===== src/rtl/strip_header_pkg.sv =====
// Shared types for the header insertion/strip pair: FSM states, default widths
// and the stream beat record.
package strip_header_pkg;

    localparam int DEF_DATA_W    = 512;
    localparam int DEF_KEEP_W    = DEF_DATA_W / 8;
    localparam int DEF_HDR_BYTES = 4;

    typedef enum logic [1:0] {
        HEAD,
        BODY,
        FLUSH
    } state_t;

    typedef struct packed {
        logic                  last;
        logic [DEF_DATA_W-1:0] data;
        logic [DEF_KEEP_W-1:0] keep;
    } beat_t;

endpackage


===== src/rtl/reg_slice_1.sv =====
// One-entry valid/ready output register. The owner only pulses load when
// loadable is high; held contents never change until accepted.
module reg_slice_1 #(
    parameter int W = 8
) (
    input  logic         clock,
    input  logic         reset,
    input  logic         load,
    input  logic [W-1:0] load_bits,
    output logic         loadable,
    output logic         valid,
    input  logic         ready,
    output logic [W-1:0] bits
);

    assign loadable = !valid || ready;

    always_ff @(posedge clock or negedge reset) begin
        if (!reset) begin
            valid <= 1'b0;
            bits  <= '0;
        end else if (load) begin
            valid <= 1'b1;
            bits  <= load_bits;
        end else if (ready) begin
            valid <= 1'b0;
        end
    end

endmodule


===== src/rtl/strip_header.sv =====
// Strips a HDR_BYTES header off each packet, emits it on the meta channel and
// re-aligns the payload to byte 0. Optional length check: STRIP_HEADER_LEN_CHECK_EN.
module strip_header
    import strip_header_pkg::*;
#(
    parameter int DATA_W    = DEF_DATA_W,
    parameter int KEEP_W    = DATA_W / 8,
    parameter int HDR_BYTES = DEF_HDR_BYTES,
    parameter int META_W    = HDR_BYTES * 8
) (
    input  logic              clock,
    input  logic              reset,
    input  logic              io_in_data_valid,
    output logic              io_in_data_ready,
    input  logic [DATA_W-1:0] io_in_data_bits_data,
    input  logic [KEEP_W-1:0] io_in_data_bits_keep,
    input  logic              io_in_data_bits_last,
    output logic              io_out_meta_valid,
    input  logic              io_out_meta_ready,
    output logic [META_W-1:0] io_out_meta_bits,
    output logic              io_out_data_valid,
    input  logic              io_out_data_ready,
    output logic [DATA_W-1:0] io_out_data_bits_data,
    output logic [KEEP_W-1:0] io_out_data_bits_keep,
    output logic              io_out_data_bits_last
`ifdef STRIP_HEADER_LEN_CHECK_EN
    ,
    output logic              io_len_err
`endif
);

    localparam int RES_BYTES = KEEP_W - HDR_BYTES;
    localparam int SLOT_W    = DATA_W + KEEP_W + 1;

    state_t            state, state_nxt;
    logic [DATA_W-1:0] res_data;
    logic [KEEP_W-1:0] res_keep;
    logic              res_load;
    logic              accept, upper_nz;

    logic              meta_load, meta_loadable;
    logic              data_load, data_loadable;
    logic [DATA_W-1:0] d_data;
    logic [KEEP_W-1:0] d_keep;
    logic              d_last;

    assign accept   = io_in_data_valid && io_in_data_ready;
    assign upper_nz = |io_in_data_bits_keep[KEEP_W-1:HDR_BYTES];

    always_comb begin
        state_nxt        = state;
        io_in_data_ready = 1'b0;
        meta_load        = 1'b0;
        data_load        = 1'b0;
        res_load         = 1'b0;
        d_data           = '0;
        d_keep           = '0;
        d_last           = 1'b0;
        case (state)
            HEAD: begin
                // Both slots must have room: a header-only packet loads both at once.
                io_in_data_ready = reset && meta_loadable && data_loadable;
                if (accept) begin
                    meta_load = 1'b1;
                    res_load  = 1'b1;
                    if (!io_in_data_bits_last) begin
                        state_nxt = BODY;
                    end else if (upper_nz) begin
                        state_nxt = FLUSH;
                    end else begin
                        data_load = 1'b1;
                        d_last    = 1'b1;
                    end
                end
            end
            BODY: begin
                io_in_data_ready = reset && data_loadable;
                if (accept) begin
                    data_load = 1'b1;
                    res_load  = 1'b1;
                    d_data    = res_data | (io_in_data_bits_data << (RES_BYTES * 8));
                    d_keep    = res_keep | (io_in_data_bits_keep << RES_BYTES);
                    if (io_in_data_bits_last && !upper_nz) begin
                        d_last    = 1'b1;
                        state_nxt = HEAD;
                    end else if (io_in_data_bits_last) begin
                        state_nxt = FLUSH;
                    end
                end
            end
            FLUSH: begin
                if (data_loadable) begin
                    data_load = 1'b1;
                    d_data    = res_data;
                    d_keep    = res_keep;
                    d_last    = 1'b1;
                    state_nxt = HEAD;
                end
            end
            default: state_nxt = HEAD;
        endcase
    end

    // Residual keeps the beat's tail bytes shifted down to byte 0, upper bytes zero.
    always_ff @(posedge clock or negedge reset) begin
        if (!reset) begin
            state    <= HEAD;
            res_data <= '0;
            res_keep <= '0;
        end else begin
            state <= state_nxt;
            if (res_load) begin
                res_data <= io_in_data_bits_data >> (HDR_BYTES * 8);
                res_keep <= io_in_data_bits_keep >> HDR_BYTES;
            end
        end
    end

    reg_slice_1 #(.W(META_W)) u_meta_slot (
        .clock     (clock),
        .reset     (reset),
        .load      (meta_load),
        .load_bits (io_in_data_bits_data[META_W-1:0]),
        .loadable  (meta_loadable),
        .valid     (io_out_meta_valid),
        .ready     (io_out_meta_ready),
        .bits      (io_out_meta_bits)
    );

    reg_slice_1 #(.W(SLOT_W)) u_data_slot (
        .clock     (clock),
        .reset     (reset),
        .load      (data_load),
        .load_bits ({d_last, d_keep, d_data}),
        .loadable  (data_loadable),
        .valid     (io_out_data_valid),
        .ready     (io_out_data_ready),
        .bits      ({io_out_data_bits_last, io_out_data_bits_keep, io_out_data_bits_data})
    );

`ifdef STRIP_HEADER_LEN_CHECK_EN
    logic [15:0] len_cnt, len_sum, keep_cnt, hdr_len;
    logic        out_fire;

    assign out_fire = io_out_data_valid && io_out_data_ready;

    always_comb begin
        keep_cnt = '0;
        for (int i = 0; i < KEEP_W; i++) keep_cnt = keep_cnt + 16'(io_out_data_bits_keep[i]);
    end

    assign len_sum = len_cnt + keep_cnt;

    // hdr_len can only be overwritten once the previous packet's last beat drains,
    // so it still belongs to the packet being counted when its last beat leaves.
    always_ff @(posedge clock or negedge reset) begin
        if (!reset) begin
            len_cnt <= '0;
            hdr_len <= '0;
        end else begin
            if (meta_load) hdr_len <= 16'(io_in_data_bits_data[META_W-1:0]);
            if (out_fire)  len_cnt <= io_out_data_bits_last ? 16'd0 : len_sum;
        end
    end

    assign io_len_err = out_fire && io_out_data_bits_last && (len_sum != hdr_len);
`endif

endmodule


===== config.mk =====
export PLATFORM = sky130hd
export DESIGN_NAME = strip_header
export DESIGN_NICKNAME = d
export VERILOG_FILES = /design/src/rtl/strip_header_pkg.sv /design/src/rtl/reg_slice_1.sv /design/src/rtl/strip_header.sv
export SDC_FILE = /design/constraint.sdc
export NUM_CORES = 2
export LEC_CHECK = 0
export CORE_AREA = 2 2 464 466
export CTS_CLUSTER_DIAMETER = 150
export CTS_CLUSTER_SIZE = 10
export DETAILED_ROUTE_END_ITERATION = 12
export DIE_AREA = 0 0 466 468
export PLACE_DENSITY = 0.54
export SLEW_MARGIN = 40
export SYNTH_ARGS = -nofsm -noshare
export SYNTH_HDL_FRONTEND = slang
export SYNTH_SLANG_ARGS = --single-unit

===== constraint.sdc =====
create_clock -name clock -period 4.1 [get_ports clock]
set_input_delay 1.23 -clock clock [delete_from_list [all_inputs] [get_ports clock]]
set_output_delay 1.23 -clock clock [all_outputs]
set_load 0.01 [all_outputs]

==> results.sh <==
export IMPL_min_path_type="input pin to asynchronous set/reset pin"
export IMPL_endpoint_kind="output pin"
export IMPL_placement_rows=170
export IMPL_synthesis_nets=4425
export IMPL_ys_seq_elements=1153
export IMPL_run_status="complete, no violations"
export IMPL_clock_skew_ns=0.0457
export IMPL_avgRoutedWirePerCell_um=23.2
export IMPL_power_density_nw_per_um2=701
export IMPL_clk_latency_ns=0.78
export IMPL_viasPerCell=4.62
export IMPL_yosysWarnings=0
export IMPL_ys_types=37
export IMPL_intPower_mw=31.1
export IMPL_fp_dieArea_um2=218000
export IMPL_drive_gt1_frac=0.279
export IMPL_antenna_found_initial=28
export IMPL_hold_buffers=0
export IMPL_clkTransAtPathRegs_ns=0.06
export IMPL_ys_seq_area_frac=0.587
export IMPL_drc=0
export IMPL_swShare=0.352
export IMPL_cellLeakagePower_nw=27.4
export IMPL_fin_nets=5601
export IMPL_worst_pin_slew_ns=0.778
export IMPL_start_util=0.231
export IMPL_grt_overflow=0
export IMPL_crit_fanout=2
export IMPL_layout_common_cells="clkdlybuf4s50_1, dfrtp_1, nand2_1"
export IMPL_cts_buffer_depth=3
export IMPL_dr_pass1_iters=7
export IMPL_fmax_ghz=0.251
export IMPL_num_vias=36426
export IMPL_slew_viol_final=0
export IMPL_start_kind="input pin"
export IMPL_placed_cells=7712
export IMPL_rsz0062_at_grt="false"
export IMPL_grt_pass1_vias=37173
export IMPL_syn_area_um2=49200
export IMPL_sequentialPowerShare=0.413
export IMPL_root_buffer="clkbuf_16"
export IMPL_placed_area_um2=64500
export IMPL_grt_max_degree=150
export IMPL_synth_enable_flop_cells=0
export IMPL_fin_ws_ns=0.110
export IMPL_synth_async_sr_flop_share=1.00
export IMPL_post_route_util=0.321
export IMPL_ant_nets=0
export IMPL_grt_pass1_wl_um=265000
export IMPL_cp_arrival_ns=2.76
export IMPL_max_cap_violations=0
export IMPL_io_buffers=1193
export IMPL_irDropWorstVdd_v=0.000407
export IMPL_gr_usage_all_layers=0.162
export IMPL_core_um2=213000
export IMPL_gp_congestion=0.842
export IMPL_stdcell_area_um2=68400
export IMPL_layout_cells_non_filler=7891
export IMPL_min_period_ns=3.99
export IMPL_comb_power_share=0.360
export IMPL_dieHeight_um=468
export IMPL_finalSetupViolCount=0
export IMPL_die_w_um=466
export IMPL_switchingPower_mw=16.9
export IMPL_layout_commonest_cell="clkdlybuf4s50_1"
export IMPL_htree_levels=4
export IMPL_cts_buffers=135
export IMPL_cts_tree="yes"
export IMPL_yosys_most_used_dff="dfrtp_1"
export IMPL_dp_slack_ns=-0.317
export IMPL_area_delta_synth_final_pct=39.1
export IMPL_required_ns=2.87
export IMPL_ios=1194
export IMPL_slew_headroom=0.481
export IMPL_synthCells=3839
export IMPL_drt_total_wl_um=183000
export IMPL_syn_avg_cell_area_um2=12.8
export IMPL_pwr_share_clk=0.228
export IMPL_clock_sinks=1153
export IMPL_drt_first_iter_violations=2787
export IMPL_crit_type="input pin to output pin"
export IMPL_hold_viol=0
export IMPL_dp_hpwl_um=131000
export IMPL_period_share=0.973
[cells in the mapped netlist (2+ instances only)]
| cell type | n | share of area |
|---|---|---|
| nor2b_1 | 2 | 0.00025 |
| o21ai_1 | 31 | 0.0032 |
| buf_6 | 5 | 0.0011 |
| buf_1 | 25 | 0.0019 |
| dfrtp_1 | 1153 | 0.59 |
| o21ai_2 | 500 | 0.089 |
| buf_12 | 55 | 0.022 |
| mux2_2 | 572 | 0.13 |
| nor3_1 | 4 | 0.00041 |
| nor4_1 | 14 | 0.0018 |
| clkbuf_2 | 4 | 0.00041 |
| nand3_1 | 2 | 0.00020 |
| buf_2 | 51 | 0.0052 |
| nand2b_1 | 4 | 0.00051 |
| nand2_1 | 583 | 0.044 |
| nand4_1 | 7 | 0.00089 |
| nor2_1 | 4 | 0.00031 |
| o21ai_0 | 46 | 0.0047 |
| inv_1 | 2 | 0.00015 |
| clkbuf_1 | 180 | 0.014 |
| ha_1 | 4 | 0.0010 |
| a22oi_1 | 576 | 0.088 |
[stage by stage]
step	power [mW]	hold slack [ns]	setup TNS, ns
2_1_floorplan	28.1	0.469	0
3_3_place_gp	36.9	0.475	-124.91
6_report	48.0	0.257	0
4_1_cts	48.6	0.160	0
5_1_grt	50.8	0.179	0
3_5_place_dp	37.3	0.484	-121.43
[cells by family after synthesis]
family          count (synthesis)  share of synthesized area
compound gates               1162                      0.186
fa+ha+maj                       4                    0.00102
buf+inv                       322                     0.0449
flops                        1153                      0.587
mux                           572                      0.131
simple gates                  626                     0.0501
[critical path, cell delays in order]
cell	delay (ns)
clkdlybuf4s50_1	0.57
nand2b_1	0.15
nand2_1	0.07
nor2_2	0.16
clkdlybuf4s50_1	0.57
[final timing paths]
kind | startpoint | end | slack (ns) | cells past startpoint
max | io_out_data_ready | io_in_data_ready | 0.11 | 5
min reg2reg | res_data[354] | u_data_slot.bits[354] | 0.48 | 2
min | reset | u_meta_slot.bits[21] | 0.26 | 1
max reg2reg | state[1] | u_data_slot.bits[305] | 1.14 | 8
min in group clock | res_data[354] | u_data_slot.bits[354] | 0.48 | 2
max in group asynchronous | reset | res_data[421] | 2.06 | 5
[cell type report]
cell class / count / area, um^2
tap: 2838 / 3550
fill: 21201 / 145000
timing repair buffer: 1359 / 14000
multi-input combinational: 2364 / 18200
clock buffer: 137 / 3410
clock inverter: 18 / 337
inverter: 2 / 7.51
antenna: 20 / 50.0
sequential: 1153 / 28900
[sequential cells by signal, summed over array words and instances (netlist names)]
register and flops:
u_meta_slot.bits 32, state 2, res_data 480, u_data_slot.valid 1, u_meta_slot.valid 1, res_keep 60, u_data_slot.bits 577
[power by group through the flow]
stage	clock network [mW]	registers (mW)	logic, mW
floorplan	0	19.6	8.49
global placement	0	19.8	17.1
detailed placement	0	19.9	17.4
CTS	11.3	19.8	17.5
global route	11.8	20.4	18.7
finish	10.9	19.8	17.3
[layer usage]
layer,GRT usage,vias to the layer above,part of all wire
met5,0,-,0.00058
met4,0.0492,16,0.025
met3,0.0576,235,0.086
met2,0.253,1330,0.46
met1,0.209,18605,0.43
li1,-,16240,-
[timing repair]
item / 4_1_cts / 5_1_grt
gates resized for setup: 1 / 1
endpoints found under the setup margin: 1 / 1
setup buffers: 0 / 0
cloned: 0 / 0
(Power assumes the default switching activity.)
